File: src/rtl/return_pop_sequencer_pkg.sv
// Shared call-stack definitions: pop sequencer states, SP register-pair indices,
// the empty-stack base shared with the push path, and the pop-legality rule.
package return_pop_sequencer_pkg;

  typedef enum logic [2:0] {
    ST_IDLE,
    ST_RD_MSB,
    ST_RD_LSB,
    ST_COMMIT,
    ST_FAULT
  } pop_state_e;

  localparam logic [4:0]  SP_LO_SEL          = 5'b10000;
  localparam logic [4:0]  SP_HI_SEL          = 5'b10001;
  localparam logic [15:0] STACK_BASE_DEFAULT = 16'h0100;

  // A return pop needs two bytes above the empty-stack base; 17-bit compare so
  // a base near the top of the address space cannot wrap the limit.
  function automatic logic pop_allowed(input logic [15:0] sp, input logic [15:0] base);
    logic [16:0] limit;
    limit = {1'b0, base} + 17'd2;
    return ({1'b0, sp} >= limit);
  endfunction

endpackage

File: src/rtl/return_pop_sequencer_if.sv
// Control, stack-pointer and RAM read-port signals between the CPU control path
// and the return-address pop sequencer.
interface return_pop_sequencer_if;

  logic        start;
  logic [15:0] sp_in;
  logic [7:0]  ram_data;
  logic        busy;
  logic [15:0] ram_addr;
  logic        ram_re;
  logic [15:0] sp_out;
  logic        sp_we;
  logic [15:0] return_addr;
  logic        done;
  logic        underflow;

  modport master (
    output start, sp_in, ram_data,
    input  busy, ram_addr, ram_re, sp_out, sp_we, return_addr, done, underflow
  );

  modport slave (
    input  start, sp_in, ram_data,
    output busy, ram_addr, ram_re, sp_out, sp_we, return_addr, done, underflow
  );

endinterface

File: src/rtl/return_pop_sequencer_ram_read_slot.sv
// One RAM byte read: holds the address for RAM_LATENCY+1 cycles and flags the
// cycle in which the read data is valid so the caller can capture it.
module return_pop_sequencer_ram_read_slot #(
  parameter int unsigned RAM_LATENCY = 1
) (
  input  logic        clk_i,
  input  logic        rst_i,
  input  logic        go_i,
  input  logic [15:0] addr_i,
  input  logic [7:0]  ram_data_i,
  output logic [15:0] ram_addr_o,
  output logic        ram_re_o,
  output logic [7:0]  byte_o,
  output logic        valid_o
);

  localparam logic [2:0] LAST_CNT = 3'(RAM_LATENCY);

  logic [2:0] cnt_q, cnt_d;

  // Counter wraps to 0 on the capture cycle so back-to-back reads restart cleanly.
  always_comb begin
    cnt_d   = '0;
    valid_o = 1'b0;
    if (go_i) begin
      if (cnt_q == LAST_CNT) begin
        valid_o = 1'b1;
      end else begin
        cnt_d = cnt_q + 3'd1;
      end
    end
  end

  always_ff @(posedge clk_i) begin
    if (rst_i) begin
      cnt_q <= '0;
    end else begin
      cnt_q <= cnt_d;
    end
  end

  assign ram_addr_o = go_i ? addr_i : '0;
  assign ram_re_o   = go_i;
  assign byte_o     = ram_data_i;

endmodule

File: src/rtl/return_pop_sequencer.sv
// Call-stack return path: pops MSB then LSB of the return address from RAM and
// hands back the address plus the decremented SP for the SP register pair.
module return_pop_sequencer
  import return_pop_sequencer_pkg::*;
#(
  parameter logic [15:0] STACK_BASE  = STACK_BASE_DEFAULT,
  parameter int unsigned RAM_LATENCY = 1
) (
  input logic                  clk_i,
  input logic                  rst_i,
  return_pop_sequencer_if.slave bus
);

  pop_state_e  state_q, state_d;
  logic [15:0] sp_q, sp_d;
  logic [7:0]  msb_q, msb_d;
  logic [15:0] ret_q, ret_d;
  logic [15:0] sp_out_q, sp_out_d;

  logic        slot_go;
  logic [15:0] slot_addr;
  logic [7:0]  slot_byte;
  logic        slot_valid;

  // One read slot serves both bytes; only the address differs per state.
  assign slot_go   = (state_q == ST_RD_MSB) || (state_q == ST_RD_LSB);
  assign slot_addr = (state_q == ST_RD_LSB) ? (sp_q - 16'd1) : sp_q;

  return_pop_sequencer_ram_read_slot #(
    .RAM_LATENCY(RAM_LATENCY)
  ) u_slot (
    .clk_i      (clk_i),
    .rst_i      (rst_i),
    .go_i       (slot_go),
    .addr_i     (slot_addr),
    .ram_data_i (bus.ram_data),
    .ram_addr_o (bus.ram_addr),
    .ram_re_o   (bus.ram_re),
    .byte_o     (slot_byte),
    .valid_o    (slot_valid)
  );

  always_comb begin
    state_d  = state_q;
    sp_d     = sp_q;
    msb_d    = msb_q;
    ret_d    = ret_q;
    sp_out_d = sp_out_q;
    case (state_q)
      ST_IDLE: begin
        if (bus.start) begin
          if (pop_allowed(bus.sp_in, STACK_BASE)) begin
            sp_d    = bus.sp_in;
            state_d = ST_RD_MSB;
          end else begin
            state_d = ST_FAULT;
          end
        end
      end
      ST_RD_MSB: begin
        if (slot_valid) begin
          msb_d   = slot_byte;
          state_d = ST_RD_LSB;
        end
      end
      ST_RD_LSB: begin
        // Return address and new SP are registered here so both are stable in COMMIT.
        if (slot_valid) begin
          ret_d    = {msb_q, slot_byte};
          sp_out_d = sp_q - 16'd2;
          state_d  = ST_COMMIT;
        end
      end
      ST_COMMIT: state_d = ST_IDLE;
      ST_FAULT:  state_d = ST_IDLE;
      default:   state_d = ST_IDLE;
    endcase
  end

  always_ff @(posedge clk_i) begin
    if (rst_i) begin
      state_q  <= ST_IDLE;
      sp_q     <= '0;
      msb_q    <= '0;
      ret_q    <= '0;
      sp_out_q <= '0;
    end else begin
      state_q  <= state_d;
      sp_q     <= sp_d;
      msb_q    <= msb_d;
      ret_q    <= ret_d;
      sp_out_q <= sp_out_d;
    end
  end

  assign bus.busy        = (state_q != ST_IDLE);
  assign bus.done        = (state_q == ST_COMMIT) || (state_q == ST_FAULT);
  assign bus.sp_we       = (state_q == ST_COMMIT);
  assign bus.underflow   = (state_q == ST_FAULT);
  assign bus.sp_out      = sp_out_q;
  assign bus.return_addr = ret_q;

endmodule

File: src/flat_wrapper.sv
// flat-port wrapper written by rule: the top's interface ports become plain ports
module return_pop_sequencer_flat import return_pop_sequencer_pkg::*;
#(
  parameter logic [15:0] STACK_BASE  = STACK_BASE_DEFAULT,
  parameter int unsigned RAM_LATENCY = 1
)
  (clk_i, rst_i, bus_start, bus_sp_in, bus_ram_data, bus_busy, bus_ram_addr, bus_ram_re, bus_sp_out, bus_sp_we, bus_return_addr, bus_done, bus_underflow);
  return_pop_sequencer_if bus_i ();
  input logic clk_i;
  input logic rst_i;
  input wire logic [$bits(bus_i.start)-1:0] bus_start;
  input wire logic [$bits(bus_i.sp_in)-1:0] bus_sp_in;
  input wire logic [$bits(bus_i.ram_data)-1:0] bus_ram_data;
  output wire logic [$bits(bus_i.busy)-1:0] bus_busy;
  output wire logic [$bits(bus_i.ram_addr)-1:0] bus_ram_addr;
  output wire logic [$bits(bus_i.ram_re)-1:0] bus_ram_re;
  output wire logic [$bits(bus_i.sp_out)-1:0] bus_sp_out;
  output wire logic [$bits(bus_i.sp_we)-1:0] bus_sp_we;
  output wire logic [$bits(bus_i.return_addr)-1:0] bus_return_addr;
  output wire logic [$bits(bus_i.done)-1:0] bus_done;
  output wire logic [$bits(bus_i.underflow)-1:0] bus_underflow;
  assign bus_i.start = bus_start;
  assign bus_i.sp_in = bus_sp_in;
  assign bus_i.ram_data = bus_ram_data;
  assign bus_busy = bus_i.busy;
  assign bus_ram_addr = bus_i.ram_addr;
  assign bus_ram_re = bus_i.ram_re;
  assign bus_sp_out = bus_i.sp_out;
  assign bus_sp_we = bus_i.sp_we;
  assign bus_return_addr = bus_i.return_addr;
  assign bus_done = bus_i.done;
  assign bus_underflow = bus_i.underflow;
  return_pop_sequencer #(.STACK_BASE(STACK_BASE), .RAM_LATENCY(RAM_LATENCY)) u_core (.clk_i(clk_i), .rst_i(rst_i), .bus(bus_i));
endmodule
File: config.mk
export PLATFORM = sky130hd
export DESIGN_NAME = return_pop_sequencer_flat
export DESIGN_NICKNAME = d
export VERILOG_FILES = /design/src/rtl/return_pop_sequencer_pkg.sv /design/src/rtl/return_pop_sequencer_if.sv /design/src/rtl/return_pop_sequencer_ram_read_slot.sv /design/src/rtl/return_pop_sequencer.sv /design/src/flat_wrapper.sv
export SDC_FILE = /design/constraint.sdc
export NUM_CORES = 1
export LEC_CHECK = 0
export ABC_AREA = 0
export BUFFER_PORTS_ARGS = -buffer_cell sky130_fd_sc_hd__buf_2
export CAP_MARGIN = 5
export CORE_ASPECT_RATIO = 0.9
export CORE_MARGIN = 1
export CORE_UTILIZATION = 57
export CTS_CLUSTER_SIZE = 40
export DETAILED_ROUTE_END_ITERATION = 8
export GPL_TIMING_DRIVEN = 0
export PLACE_DENSITY_LB_ADDON = 0.15
export SYNTH_ARGS = -nofsm -noshare
export SYNTH_HDL_FRONTEND = slang
export SYNTH_HIERARCHICAL = 1
export SYNTH_SLANG_ARGS = --single-unit
File: constraint.sdc
create_clock -name clk_i -period 6.2 [get_ports clk_i]
set_input_delay 1.24 -clock clk_i [delete_from_list [all_inputs] [get_ports clk_i]]
set_output_delay 1.24 -clock clk_i [all_outputs]
set_load 0.05 [all_outputs]
==> flow_summary_export.csv <==
group,metric,value,unit
clock_network,clock-sinks,62,
placed_design,dp.cells,521,
logic_synthesis,syn_inst,383,
worst_setup_path,startpoint_type,"flop",
sta,max_freq,255,MHz
clock_network,cts_buffers,9,
detailed_routing,wl,7.41,mm
placed_design,hpwl,5.59,mm
worst_setup_path,cp-startpoint,"u_core/sp_q[1]",
logic_synthesis,synthArstFlopShare,0,%
worst_setup_path,rrSetupSlack,3240,ps
clock_network,cts_resized,0,
worst_setup_path,worstPathMaxFanout,6,
detailed_routing,drt_first_iter_violations,150,
detailed_routing,dr.pass1.iters,4,
worst_setup_path,crit_arrival,2680,ps
logic_synthesis,synth_fp_nets,415,
sta,slew_headroom,39.9,%
global_routing,track_usage,27.2,%
logic_synthesis,synth_area_leaders,"dfxtp_1 (38%), nand2b_1 (7.0%), nand2_1 (6.7%)",
global_routing,grt_pass1_vias,2531,
clock_network,cts_tree,"done",
worst_hold_path,holdCritPathClass,"flop to flop",
outcome,outcome,"complete, no violations",
placed_design,portBuffers,71,
clock_network,cts_max_level,3,
logic_synthesis,synthTopCellsByCount,"dfxtp_1 (62), nand2_1 (58), nand2b_1 (36), a21oi_1 (28), nor2_1 (23)",
sta,skew,9.52,ps
sta,finalSetupViolations,0,
sta,worst_slew_pin_slew,895,ps
logic_synthesis,synth_seq_area_share,38.5,%
sta,drv_slew,0,
worst_hold_path,min_path_cells,2,
logic_synthesis,synth.cell_area,3230,um2
clock_network,cts_hold_buf,0,
global_routing,grt_pass1_wl,11.9,mm
detailed_routing,ant_nets,0,
finish,stdcell_count,537,
finish,area_growth_syn_to_layout,19.0,%
clock_network,cts.clk_slew.worst_paths,70,ps
finish,diodes,0,
floorplan,fp.dieW,81.3,um
worst_setup_path,r2r-end,"u_core/msb_q[0]",
logic_synthesis,synth_top_area_share,38.5,%
sta,setup_tns,0,ps
worst_setup_path,endpoint,"bus_ram_addr[13]",
power_and_ir_drop,p_total,908,uW
power_and_ir_drop,power_density,237,nW/um2
clock_network,insertion_delay,340,ps
detailed_routing,viasPerCell,5.37,
logic_synthesis,synth.largest_area_cell,"dfxtp_1",
sta,finalCriticalPeriod,3920,ps
clock_network,clockBufferDepth,2,
floorplan,die_area,5970,um2
finish,drive_gt1_share,25.1,%
worst_setup_path,crit_required,4960,ps
detailed_routing,route.detailed.drc,0,
flow_run,drv_cap,0,
worst_hold_path,hold_start,"u_core/bus.return_addr[4]",
power_and_ir_drop,leakage,1.64,nW
global_routing,antenna_found_initial,0,
power_and_ir_drop,vdd_drop_max,0.190,mV
placed_design,globalplace.congestion,0.889,
global_routing,grt_max_degree,13,
worst_setup_path,end_kind,"primary output",
logic_synthesis,yosysWarnings,6,
sta,rsz0062_at_grt,"no",
floorplan,initial_utilization,60.3,%
logic_synthesis,synth-seq-cells,62,
floorplan,row_count,25,
logic_synthesis,synth_most_common_cell,"dfxtp_1",
logic_synthesis,avgSynthCellArea,8.43,um2
logic_synthesis,synth_edf_count,0,
clock_network,clock-root-buffer,"clkbuf_8",
clock_network,cts_setup_buffers,0,
sta,worst_slack,2280,ps
global_routing,grt_remaining_overflow,0,
finish,nets,497,
floorplan,die_h,73.4,um
detailed_routing,vias,2886,
logic_synthesis,synth_ff_type,"dfxtp_1",
floorplan,core,5350,um2
logic_synthesis,ys_types,47,
placed_design,pre_cts_ws,2700,ps
sta,finalCritPeriodShare,63.2,%
floorplan,io_pins,80,
detailed_routing,wire_per_inst,13.8,um
worst_setup_path,rr_worst_depth,8,
worst_setup_path,critical_path_class,"flop to primary output",
worst_setup_path,reg2reg_from,"u_core/state_q[1]",
sta,final_hold_viol_count,0,
logic make-up after synthesis:
| group | Yosys count | synth area share (%) |
|---|---|---|
| compound gates | 50 | 9.54 |
| xor+xnor | 26 | 7.06 |
| fa+ha+maj | 5 | 1.94 |
| buf+inv | 38 | 6.82 |
| flops | 62 | 38.5 |
| mux | 17 | 5.27 |
| simple gates | 185 | 30.9 |
metal layers:
metal,track usage [%],wire (um),up-vias
met3,7.20,466,17
met4,11.7,165,0
met5,0,0,-
met2,43.6,3490,90
li1,-,-,1441
met1,34.2,3300,1338
sequential cells by signal (all words and copies together), names as in the netlist:
signal / flops
u_core/msb_q: 8
u_core/state_q: 3
u_core/bus.sp_out: 16
u_core/sp_q: 16
u_core/u_slot/cnt_q: 3
u_core/bus.return_addr: 16
per-stage QoR:
step | instance area [um2] | hold slack, ps | util [%]
after floorplan | 3230 | 432 | -
after global placement | 3670 | 436 | 68.5
after detailed placement | 3670 | 444 | 68.5
after CTS | 3840 | 455 | 71.8
after global routing | 3840 | 472 | 71.8
final | 3840 | 451 | 71.8
cell type report:
type | instances | area, um2
inverter | 5 | 18.8
clock buffer | 9 | 124
clock inverter | 7 | 48.8
fill | 435 | 1510
buffer | 33 | 201
timing repair buffer | 71 | 355
multi-input combinational | 283 | 1770
sequential | 62 | 1240
tap | 67 | 83.8
layout by cell type (no fill, tap or decap), types with 4 or more instances in the layout:
| master | count |
|---|---|
| a211oi_1 | 14 |
| a21oi_1 | 28 |
| and2_1 | 19 |
| buf_2 | 76 |
| buf_4 | 12 |
| clkbuf_1 | 11 |
| clkbuf_8 | 9 |
| dfxtp_1 | 62 |
| ha_1 | 5 |
| inv_1 | 5 |
| mux2i_1 | 17 |
| nand2_1 | 58 |
| nand2b_1 | 36 |
| nand3_1 | 6 |
| nand4_1 | 5 |
| nor2_1 | 23 |
| nor3_1 | 8 |
| nor4_1 | 5 |
| or3_1 | 4 |
| xnor2_1 | 14 |
| xor2_1 | 12 |
report_power, final:
part           switching [mW]  internal, mW
logic                   0.105        0.0697
clock network           0.164         0.145
registers              0.0147         0.409
critical path, cell delays in order, from the launching register on:
cell	delay, ps
dfxtp_1	380
inv_1	140
ha_1	280
nor3b_1	570
nand4_1	230
nor2_1	160
xor2_1	180
and2_1	140
buf_2	260
worst min-delay path by stage:
stage	to
floorplan	u_core/bus.return_addr[10]
detailed placement	u_core/bus.return_addr[3]
CTS	u_core/bus.return_addr[9]
finish	u_core/bus.return_addr[4]
global placement	u_core/bus.return_addr[12]
global route	u_core/bus.return_addr[11]
Note: power is estimated with default switching activity, not from simulation.
